==> src/rtl/dds_lut_loader_ctrl_pkg.sv <==
// Shared definitions for the DDS LUT loader: default geometry, sequencer states
// and the phase range check used by both the loader and the runtime phase gate.
package dds_lut_loader_ctrl_pkg;

    localparam int unsigned CFG_DATA_LEN    = 8;
    localparam int unsigned CFG_ROWS_BASE_2 = 9;
    localparam int unsigned CFG_DEPTH       = 360;
    localparam int unsigned CFG_PHASE_W     = 9;

    typedef enum logic [1:0] {
        ST_IDLE  = 2'd0,
        ST_LOAD  = 2'd1,
        ST_SETPH = 2'd2,
        ST_RUN   = 2'd3
    } ldr_state_t;

    // A phase is only meaningful if it addresses a written LUT entry.
    function automatic logic phase_in_range(input logic [31:0] phase, input int unsigned depth);
        return phase < depth;
    endfunction

endpackage

==> src/rtl/dds_lut_loader_ctrl_phase_gate.sv <==
// Registers one-cycle phase-load strobes towards the DDS: either the forced
// post-load phase or a range-checked runtime request.
module dds_phase_gate
    import dds_lut_loader_ctrl_pkg::*;
#(
    parameter int unsigned PHASE_W = CFG_PHASE_W,
    parameter int unsigned DEPTH   = CFG_DEPTH
) (
    input  logic               clk,
    input  logic               rst_n,
    input  logic               req_en,
    input  logic               req,
    input  logic [PHASE_W-1:0] val,
    input  logic               force_load,
    input  logic [PHASE_W-1:0] force_val,
    output logic               set_phase,
    output logic [PHASE_W-1:0] phase,
    output logic               err
);

    logic req_live;
    logic in_range;

    always_comb begin
        req_live = req_en & req;
        in_range = phase_in_range(32'(val), DEPTH);
    end

    always_ff @(posedge clk or negedge rst_n) begin
        if (!rst_n) begin
            set_phase <= 1'b0;
            phase     <= '0;
            err       <= 1'b0;
        end else begin
            set_phase <= force_load | (req_live & in_range);
            err       <= req_live & ~in_range;
            if (force_load) begin
                phase <= force_val;
            end else if (req_live & in_range) begin
                phase <= val;
            end
        end
    end

endmodule

==> src/rtl/dds_lut_loader_ctrl.sv <==
// Streams sine-LUT samples into the DDS write port, then issues the initial
// phase load and forwards runtime phase-change requests while running.
module dds_lut_loader_ctrl
    import dds_lut_loader_ctrl_pkg::*;
#(
    parameter int unsigned DATA_LEN    = CFG_DATA_LEN,
    parameter int unsigned ROWS_BASE_2 = CFG_ROWS_BASE_2,
    parameter int unsigned DEPTH       = CFG_DEPTH,
    parameter int unsigned PHASE_W     = CFG_PHASE_W
) (
    input  logic                   src_clk,
    input  logic                   rst_n,
    input  logic                   start,
    input  logic [PHASE_W-1:0]     init_phase,
    input  logic                   s_valid,
    input  logic [DATA_LEN-1:0]    s_data,
    output logic                   s_ready,
    input  logic                   phase_req,
    input  logic [PHASE_W-1:0]     phase_val,
    output logic                   dds_we,
    output logic [ROWS_BASE_2-1:0] dds_addr_wr,
    output logic [DATA_LEN-1:0]    dds_data_wr,
    output logic                   dds_set_phase,
    output logic [PHASE_W-1:0]     dds_phase,
    output logic                   loading,
    output logic                   loaded,
    output logic                   phase_err
);

    localparam logic [ROWS_BASE_2-1:0] LAST_ADDR = ROWS_BASE_2'(DEPTH - 1);

    ldr_state_t             state;
    ldr_state_t             state_nxt;
    logic [ROWS_BASE_2-1:0] count;
    logic [PHASE_W-1:0]     init_q;
    logic                   init_err;
    logic                   gate_err;
    logic                   hs;
    logic                   hs_last;
    logic                   start_acc;
    logic                   init_ok;
    logic                   req_en;

    always_ff @(posedge src_clk or negedge rst_n) begin
        if (!rst_n) begin
            state <= ST_IDLE;
        end else begin
            state <= state_nxt;
        end
    end

    always_comb begin
        state_nxt = state;
        s_ready   = 1'b0;
        hs        = 1'b0;
        hs_last   = 1'b0;
        start_acc = 1'b0;
        unique case (state)
            ST_IDLE: begin
                if (start) begin
                    start_acc = 1'b1;
                    state_nxt = ST_LOAD;
                end
            end
            ST_LOAD: begin
                s_ready = 1'b1;
                hs      = s_valid;
                hs_last = s_valid && (count == LAST_ADDR);
                if (hs_last) begin
                    state_nxt = ST_SETPH;
                end
            end
            ST_SETPH: begin
                state_nxt = ST_RUN;
            end
            ST_RUN: begin
                if (start) begin
                    start_acc = 1'b1;
                    state_nxt = ST_LOAD;
                end
            end
            default: begin
                state_nxt = ST_IDLE;
            end
        endcase
    end

    always_comb begin
        init_ok   = phase_in_range(32'(init_phase), DEPTH);
        // start outranks a same-cycle phase request in RUN
        req_en    = (state == ST_RUN) & ~start;
        loading   = (state == ST_LOAD);
        loaded    = (state == ST_RUN);
        phase_err = init_err | gate_err;
    end

    always_ff @(posedge src_clk or negedge rst_n) begin
        if (!rst_n) begin
            count       <= '0;
            init_q      <= '0;
            init_err    <= 1'b0;
            dds_we      <= 1'b0;
            dds_addr_wr <= '0;
            dds_data_wr <= '0;
        end else begin
            dds_we   <= hs;
            init_err <= start_acc & ~init_ok;
            if (start_acc) begin
                count  <= '0;
                init_q <= init_ok ? init_phase : '0;
            end else if (hs && !hs_last) begin
                count <= count + 1'b1;
            end
            if (hs) begin
                dds_addr_wr <= count;
                dds_data_wr <= s_data;
            end
        end
    end

    dds_phase_gate #(
        .PHASE_W (PHASE_W),
        .DEPTH   (DEPTH)
    ) u_phase_gate (
        .clk        (src_clk),
        .rst_n      (rst_n),
        .req_en     (req_en),
        .req        (phase_req),
        .val        (phase_val),
        .force_load (state == ST_SETPH),
        .force_val  (init_q),
        .set_phase  (dds_set_phase),
        .phase      (dds_phase),
        .err        (gate_err)
    );

endmodule

==> config.mk <==
export PLATFORM = sky130hd
export DESIGN_NAME = dds_lut_loader_ctrl
export DESIGN_NICKNAME = d
export VERILOG_FILES = /design/src/rtl/dds_lut_loader_ctrl_pkg.sv /design/src/rtl/dds_lut_loader_ctrl_phase_gate.sv /design/src/rtl/dds_lut_loader_ctrl.sv
export SDC_FILE = /design/constraint.sdc
export NUM_CORES = 1
export LEC_CHECK = 0
export BUFFER_PORTS_ARGS = -buffer_cell sky130_fd_sc_hd__buf_2
export CAP_MARGIN = 0
export CELL_PAD_IN_SITES_DETAIL_PLACEMENT = 2
export CELL_PAD_IN_SITES_GLOBAL_PLACEMENT = 2
export CORE_ASPECT_RATIO = 0.9
export CORE_MARGIN = 1
export CORE_UTILIZATION = 37
export CTS_BUF_LIST = sky130_fd_sc_hd__clkbuf_4
export CTS_CLUSTER_DIAMETER = 40
export DETAILED_ROUTE_END_ITERATION = 6
export PLACE_DENSITY_LB_ADDON = 0.1
export RECOVER_POWER = 50
export SYNTH_ARGS = -nofsm -noshare
export SYNTH_HDL_FRONTEND = slang
export SYNTH_HIERARCHICAL = 1
export SYNTH_SLANG_ARGS = --single-unit
==> constraint.sdc <==
create_clock -name src_clk -period 2.7 [get_ports src_clk]
set_clock_uncertainty 0.05 [all_clocks]
set_input_delay 0.405 -clock src_clk [delete_from_list [all_inputs] [get_ports src_clk]]
set_output_delay 0.405 -clock src_clk [all_outputs]
set_load 0.02 [all_outputs]
== Yosys cells after proc, flatten, opt, wreduce, memory -nomap -nowiden ==
Index checks and enable logic that the tools add are counted.

* Output and inout port bits: 32
* Latch bits: 0
* Word-level logic and storage cells: 50
* ROM bits: 0
* Register bits after elaboration: 50
* Memories kept: 0
* Input bits: 31
* Memory bits (writable): 0

* Bitwise logic cells: 10
* Multipliers: 0
* Eq/ne operators: 6
* Reductions and logical operators: 8
* Mux-type cells: 13
* Divide/modulo/power cells: 0
* Magnitude comparators: 2
* Add/subtract/negate cells: 1
* Shift operators: 0

{| class="wikitable"
|+ Operators with widths
! cell !! number
|-
| 2-to-1 mux 9 bit || 5
|-
| < comparator 9 bit (second input constant) || 2
|-
| adder 9 x 1 -> 9 bit (second input constant) || 1
|-
| == test 9 bit (second input constant) || 1
|-
| one-hot mux 2 bit (3 select lines) || 1
|-
| bitwise AND 1 bit || 5
|-
| 2-to-1 mux 1 bit || 5
|-
| == test 2 bit (second input constant) || 2
|-
| 2-to-1 mux 2 bit || 2
|-
| != test 2 x 1 -> 1 bit (second input constant) || 2
|-
| nonzero test 2 bit || 2
|-
| NOT 1 bit || 3
|-
| == test 2 x 1 -> 1 bit (second input constant) || 1
|-
| logical AND 1 bit || 2
|-
| zero test 2 bit || 1
|-
| bitwise OR 1 bit || 2
|-
| AND reduction 2 bit || 1
|-
| OR reduction 2 bit || 1
|-
| zero test 1 bit || 1
|}

== Longest topological paths before layout ==
* Depth after elaboration: 7
* Depth in mapped cells: 7
* Depth with buffers taken out: 5

== By module ==
The synthesis kept the hierarchy.

{| class="wikitable"
|+ By module, submodules not included
! module !! seq. area each (sq um) !! times used !! cells an instance !! area each (sq um)
|-
| dds_lut_loader_ctrl || 975.9 || 1 || 162 || 1805.5
|-
| dds_phase_gate || 275.3 || 1 || 61 || 619.3
|}

== Worst setup path before layout ==
OpenSTA, ideal clock, no wires.

* Kind: reg-to-reg
* Start: reg state[1]
* End: reg count[7]
* Cell stages (with the launch flop): 6
* Arrival: 1.660 ns
* Clock period less this slack: 1.788 ns
* Required time: 2.572 ns
* Buffers on the path: 0
* Library setup time: 0.078 ns
* Slack: 0.912 ns
* Path through: dfrtp_1 -> inv_1 -> ha_1 -> nand4_1 -> or4_1 -> a21oi_1

* Word-level cells in the longest chain between the ends: 5
* Elaborated cells on any way between the ends: 11
* Classes of those cells: 2 x eq/ne; 4 x mux; 5 x reduce/logical

{| class="wikitable"
|+ Ends and longest elaborated chain
! what !! line !! RTL
|-
| start, declared || dds_lut_loader_ctrl.sv:32 || <nowiki>ldr_state_t state;</nowiki>
|-
| start signal, assigned || dds_lut_loader_ctrl.sv:48 || <nowiki>state <= state_nxt;</nowiki>
|-
| == test 2 x 1 -> 1 bit * || -- ||
|-
| net loading || dds_lut_loader_ctrl.sv:25 || <nowiki>output logic loading,</nowiki>
|-
| 2-to-1 mux 1 bit || dds_lut_loader_ctrl.sv:58 || <nowiki>unique case (state)</nowiki>
|-
| zero test 1 bit || dds_lut_loader_ctrl.sv:111 || <nowiki>end else if (hs && !hs_last) begin</nowiki>
|-
| logical AND 1 bit * || dds_lut_loader_ctrl.sv:111 ||
|-
| nonzero test 2 bit (no line) * || -- ||
|-
| end signal, assigned || dds_lut_loader_ctrl.sv:112 || <nowiki>count <= count + 1'b1;</nowiki>
|-
| end, declared || dds_lut_loader_ctrl.sv:34 || <nowiki>logic [ROWS_BASE_2-1:0] count;</nowiki>
|}

Mark *: on every way through the listed nets, which the timed path passes. The rest lies on a longest branch.
A chain may end at the register's enable or synchronous reset.

==> flow_summary.rst <==
.. list-table::
   :header-rows: 1

   * - Metric
     - Value
   * - Largest cells by area after synthesis
     - sky130_fd_sc_hd__dfrtp_1 (52%), sky130_fd_sc_hd__mux2_2 (7.4%), sky130_fd_sc_hd__nand2_1 (5.1%)
   * - Ordered list of cells on the worst path
     - dlygate4sd3_1, clkbuf_1, clkbuf_1
   * - Clock tree root buffer cell
     - sky130_fd_sc_hd__clkbuf_4
   * - Kind of capture point of the worst setup path
     - async pin
   * - Antenna violations before repair
     - 0
   * - Number of global-route vias before repair
     - 2159
   * - Ant. Diodes
     - 0
   * - Insertion delay to the later sink of the worst-skew pair
     - 360 ps
   * - Post-synthesis cell area
     - 2420 µm²
   * - Post-synth top cells
     - sky130_fd_sc_hd__dfrtp_1 (50), sky130_fd_sc_hd__nand2_1 (33), sky130_fd_sc_hd__mux2_2 (16)
   * - DRC errors left
     - 0
   * - Time the final worst path needs with I/O delays and setup
     - 2110 ps
   * - Detailed-route wire length
     - 6370 µm
   * - Share of the clock period used by the worst path
     - 0.783
   * - Fill cell total of the finished layout
     - 704
   * - Aggregate negative setup slack
     - 0 ps
   * - Final Setup Violations
     - 0
   * - Reg-to-reg setup timing slack
     - 680 ps
   * - Routed via count divided by cell count
     - 5.29
   * - Routability-driven placement congestion ratio
     - 0.872
   * - Total of warnings raised by yosys
     - 6
   * - Slew at the pin with the worst max-slew slack
     - 1570 ps
   * - Number of nets in the layout
     - 322
   * - Type of the most critical hold path
     - in2reg
   * - Number of buffers added by the clock tree synthesis step
     - 5
   * - Relative slew slack
     - -0.0470
   * - Global route overflow
     - 0
   * - Share of the synthesized area in the top cell type
     - 0.516
   * - Buffers inserted during post-CTS setup optimization
     - 0
   * - Number of detailed-routing iterations run before antenna repair
     - 4
   * - IR Drop Worst-Case VDD
     - 437 µV
   * - Layout Area Growth over Synthesis
     - 19.3%
   * - Prevailing post-synth register cell
     - sky130_fd_sc_hd__dfrtp_1
   * - Category of the worst setup path launch point
     - input port
   * - Post-CTS sizing
     - 0
   * - Syn_nets
     - 259
   * - Worst reg2reg endpoint
     - count[2]
   * - Clock network power share
     - 0.183
   * - Cell type with the highest aggregate area in the netlist
     - sky130_fd_sc_hd__dfrtp_1
   * - CTS H-tree lvls
     - 2
   * - Final total power
     - 2860 µW
   * - Hold violation count in the final report
     - 0
   * - Highest net fanout along the worst path
     - 26
   * - Critical path destination
     - count[4]
   * - Family with the most delay on the worst path
     - buffers and inverters
   * - Number of distinct library cell variants in the gate-level netlist after synthesis
     - 44
   * - Global router's overall resource usage
     - 0.200
   * - Launch point of the worst reg-to-reg path
     - state[1]
   * - Number of top-level design ports
     - 63
   * - Maximum clock path buffer count
     - 2
   * - Sequential Area
     - 1250 µm²
   * - Result of the run
     - finished with violations
   * - Detail-routed net length per standard cell
     - 17.0 µm
   * - Power density of the placed cells
     - 988 nW/µm²
   * - Worst r2r path cells
     - 5
   * - Number of enable flip-flop cells after synthesis
     - 0
   * - Part of the power in registers
     - 0.397
   * - Cell with the most instances after synthesis
     - sky130_fd_sc_hd__dfrtp_1
   * - Height of the die
     - 78.8 µm
   * - Final ANT Viol Nets
     - 0
   * - Clock-pin slew reported for the worst setup and hold paths after clock tree synthesis
     - 140 ps
   * - Initial DRC Count
     - 73
   * - Critical Setup Path Class
     - in2async
   * - CTS Sinks
     - 50
   * - Post-DP HPWL
     - 4800 µm
   * - Instance area after placement
     - 2810 µm²
   * - Worst setup path startpoint
     - rst_n
   * - Final cell area excluding filler cells
     - 2890 µm²
   * - Overall via count from detail_route
     - 1978
   * - Dominant cell type by count on the critical path
     - sky130_fd_sc_hd__clkbuf_1
   * - Portion of the post-synthesis area used by sequential elements
     - 0.516
   * - Highest Clock Rate
     - 473 MHz
   * - Synth Instances
     - 223
   * - Data arrival at the endpoint of the critical path
     - 2280 ps
   * - CTS tree
     - done
   * - I/O Buffers
     - 62
   * - Maxcap violations
     - 1
   * - Switching share of total power
     - 0.394
   * - Fraction of final layout cells sized beyond drive strength 1
     - 0.275
   * - Total of flip-flops plus latches after synthesis
     - 50
   * - Critical path required time
     - 2870 ps
   * - Horizontal extent of the die
     - 87.3 µm
   * - Total core area
     - 6220 µm²
   * - RSZ-0062 raised after global routing
     - no
   * - Multi-input logic area
     - 1090 µm²
   * - Leakage dissipation
     - 0.00135 µW
   * - Ys async rst share
     - 1.00
   * - Internal power component
     - 1730 µW
   * - Post-Syn Area per Cell
     - 10.9 µm²
   * - FP Rows
     - 27
   * - Violated checks
     - max-capacitance violations, max-slew violations
   * - Largest net degree at the start of global routing
     - 27
   * - Area enclosed by the die boundary
     - 6880 µm²
   * - Crit-path slowest cell
     - sky130_fd_sc_hd__clkbuf_1
   * - Combinational fraction of design power
     - 0.419
   * - First-pass GRT wire length
     - 10600 µm
   * - Number of buffers and inverters on the critical path
     - 3
   * - Pins over their slew limit
     - 27
   * - CP max stage delay
     - 1160 ps
   * - Critical path depth
     - 3
   * - Initial standard-cell utilization of the core
     - 0.390
   * - Psw
     - 1130 µW
-- power groups by stage --
stage                     Clock, µW  Sequential, µW  Combinational (µW)
after detailed placement          0            1150                1240
after floorplan                   0            1320                 669
final                           524            1140                1200
after global placement            0            1150                1200
after global routing            562            1170                1320
after CTS                       545            1140                1250
-- routing by layer --
layer,vias to the layer above,part of all wire,track usage
li1,934,-,-
met1,995,0.48,0.268
met2,44,0.47,0.338
met3,5,0.040,0.0322
met4,0,0.0072,0.0475
met5,-,0,0
-- worst min path at each step --
stage	slack [ps]	from	depth (start not counted)	endpoint
6_report	200	init_phase[8]	2	init_q[7]
3_5_place_dp	160	rst_n	1	u_phase_gate/phase[5]
3_3_place_gp	160	rst_n	1	u_phase_gate/phase[5]
2_1_floorplan	60	rst_n	0	count[0]
5_1_grt	190	init_phase[8]	2	init_q[7]
4_1_cts	180	init_phase[8]	2	init_q[7]
-- registers in the layout, summed over array words and instances, names as in the netlist --
name,cells
count,9
dds_addr_wr,9
dds_data_wr,8
dds_we,1
init_err,1
init_q,9
state,2
u_phase_gate/err,1
u_phase_gate/phase,9
u_phase_gate/set_phase,1
-- worst reg2reg max path: cells and delay by family, from the launching register on --
| family | cells | cell delay, ps |
|---|---|---|
| compound gates | 1 | 80 |
| buf+inv | 1 | 110 |
| simple gates | 2 | 920 |
| flops | 1 | 440 |
| fa+ha+maj | 1 | 340 |
-- cells by family after synthesis --
group,count (synthesis),share of synthesized area
buf+inv,17,0.0356
flops,50,0.516
simple gates,71,0.162
compound gates,60,0.170
fa+ha+maj,5,0.0258
mux,20,0.0908
-- stage by stage --
step           setup WS [ps]  hold slack (ps)  cells  utilization
3_3_place_gp             770              156    365        0.452
2_1_floorplan            912             59.4    223            -
6_report                 586              201    374        0.465
3_5_place_dp             682              156    365        0.452
4_1_cts                  647              184    374        0.470
5_1_grt                  257              190    374        0.465
-- timing repair --
action	CTS	global route
hold buffers	1	0
endpoints found under the setup margin	0	0
endpoints found under the hold margin	16	0
-- area by class of cell --
class,count,share of cell area
clock buffer,5,0.0130
clock inverter,3,0.0221
inverter,6,0.00779
multi-input combinational,156,0.376
sequential,50,0.433
tap,87,0.0376
timing repair buffer,67,0.111
-- cell usage in the layout (no fill, tap or decap), types with 3 or more instances in the layout --
| cell type | n |
|---|---|
| sky130_fd_sc_hd__o31ai_1 | 10 |
| sky130_fd_sc_hd__clkbuf_4 | 5 |
| sky130_fd_sc_hd__buf_2 | 45 |
| sky130_fd_sc_hd__dfrtp_1 | 50 |
| sky130_fd_sc_hd__mux2_2 | 16 |
| sky130_fd_sc_hd__a21oi_1 | 15 |
| sky130_fd_sc_hd__o211a_1 | 3 |
| sky130_fd_sc_hd__mux2i_1 | 4 |
| sky130_fd_sc_hd__nand3_1 | 5 |
| sky130_fd_sc_hd__nand2_1 | 33 |
| sky130_fd_sc_hd__inv_1 | 6 |
| sky130_fd_sc_hd__ha_1 | 5 |
| sky130_fd_sc_hd__nand2b_1 | 4 |
| sky130_fd_sc_hd__a41oi_1 | 7 |
| sky130_fd_sc_hd__or3_1 | 5 |
| sky130_fd_sc_hd__o21ai_0 | 12 |
| sky130_fd_sc_hd__clkbuf_1 | 19 |
| sky130_fd_sc_hd__nor2b_1 | 9 |
| sky130_fd_sc_hd__and2_1 | 3 |
Power figures use the tool's default switching activity.
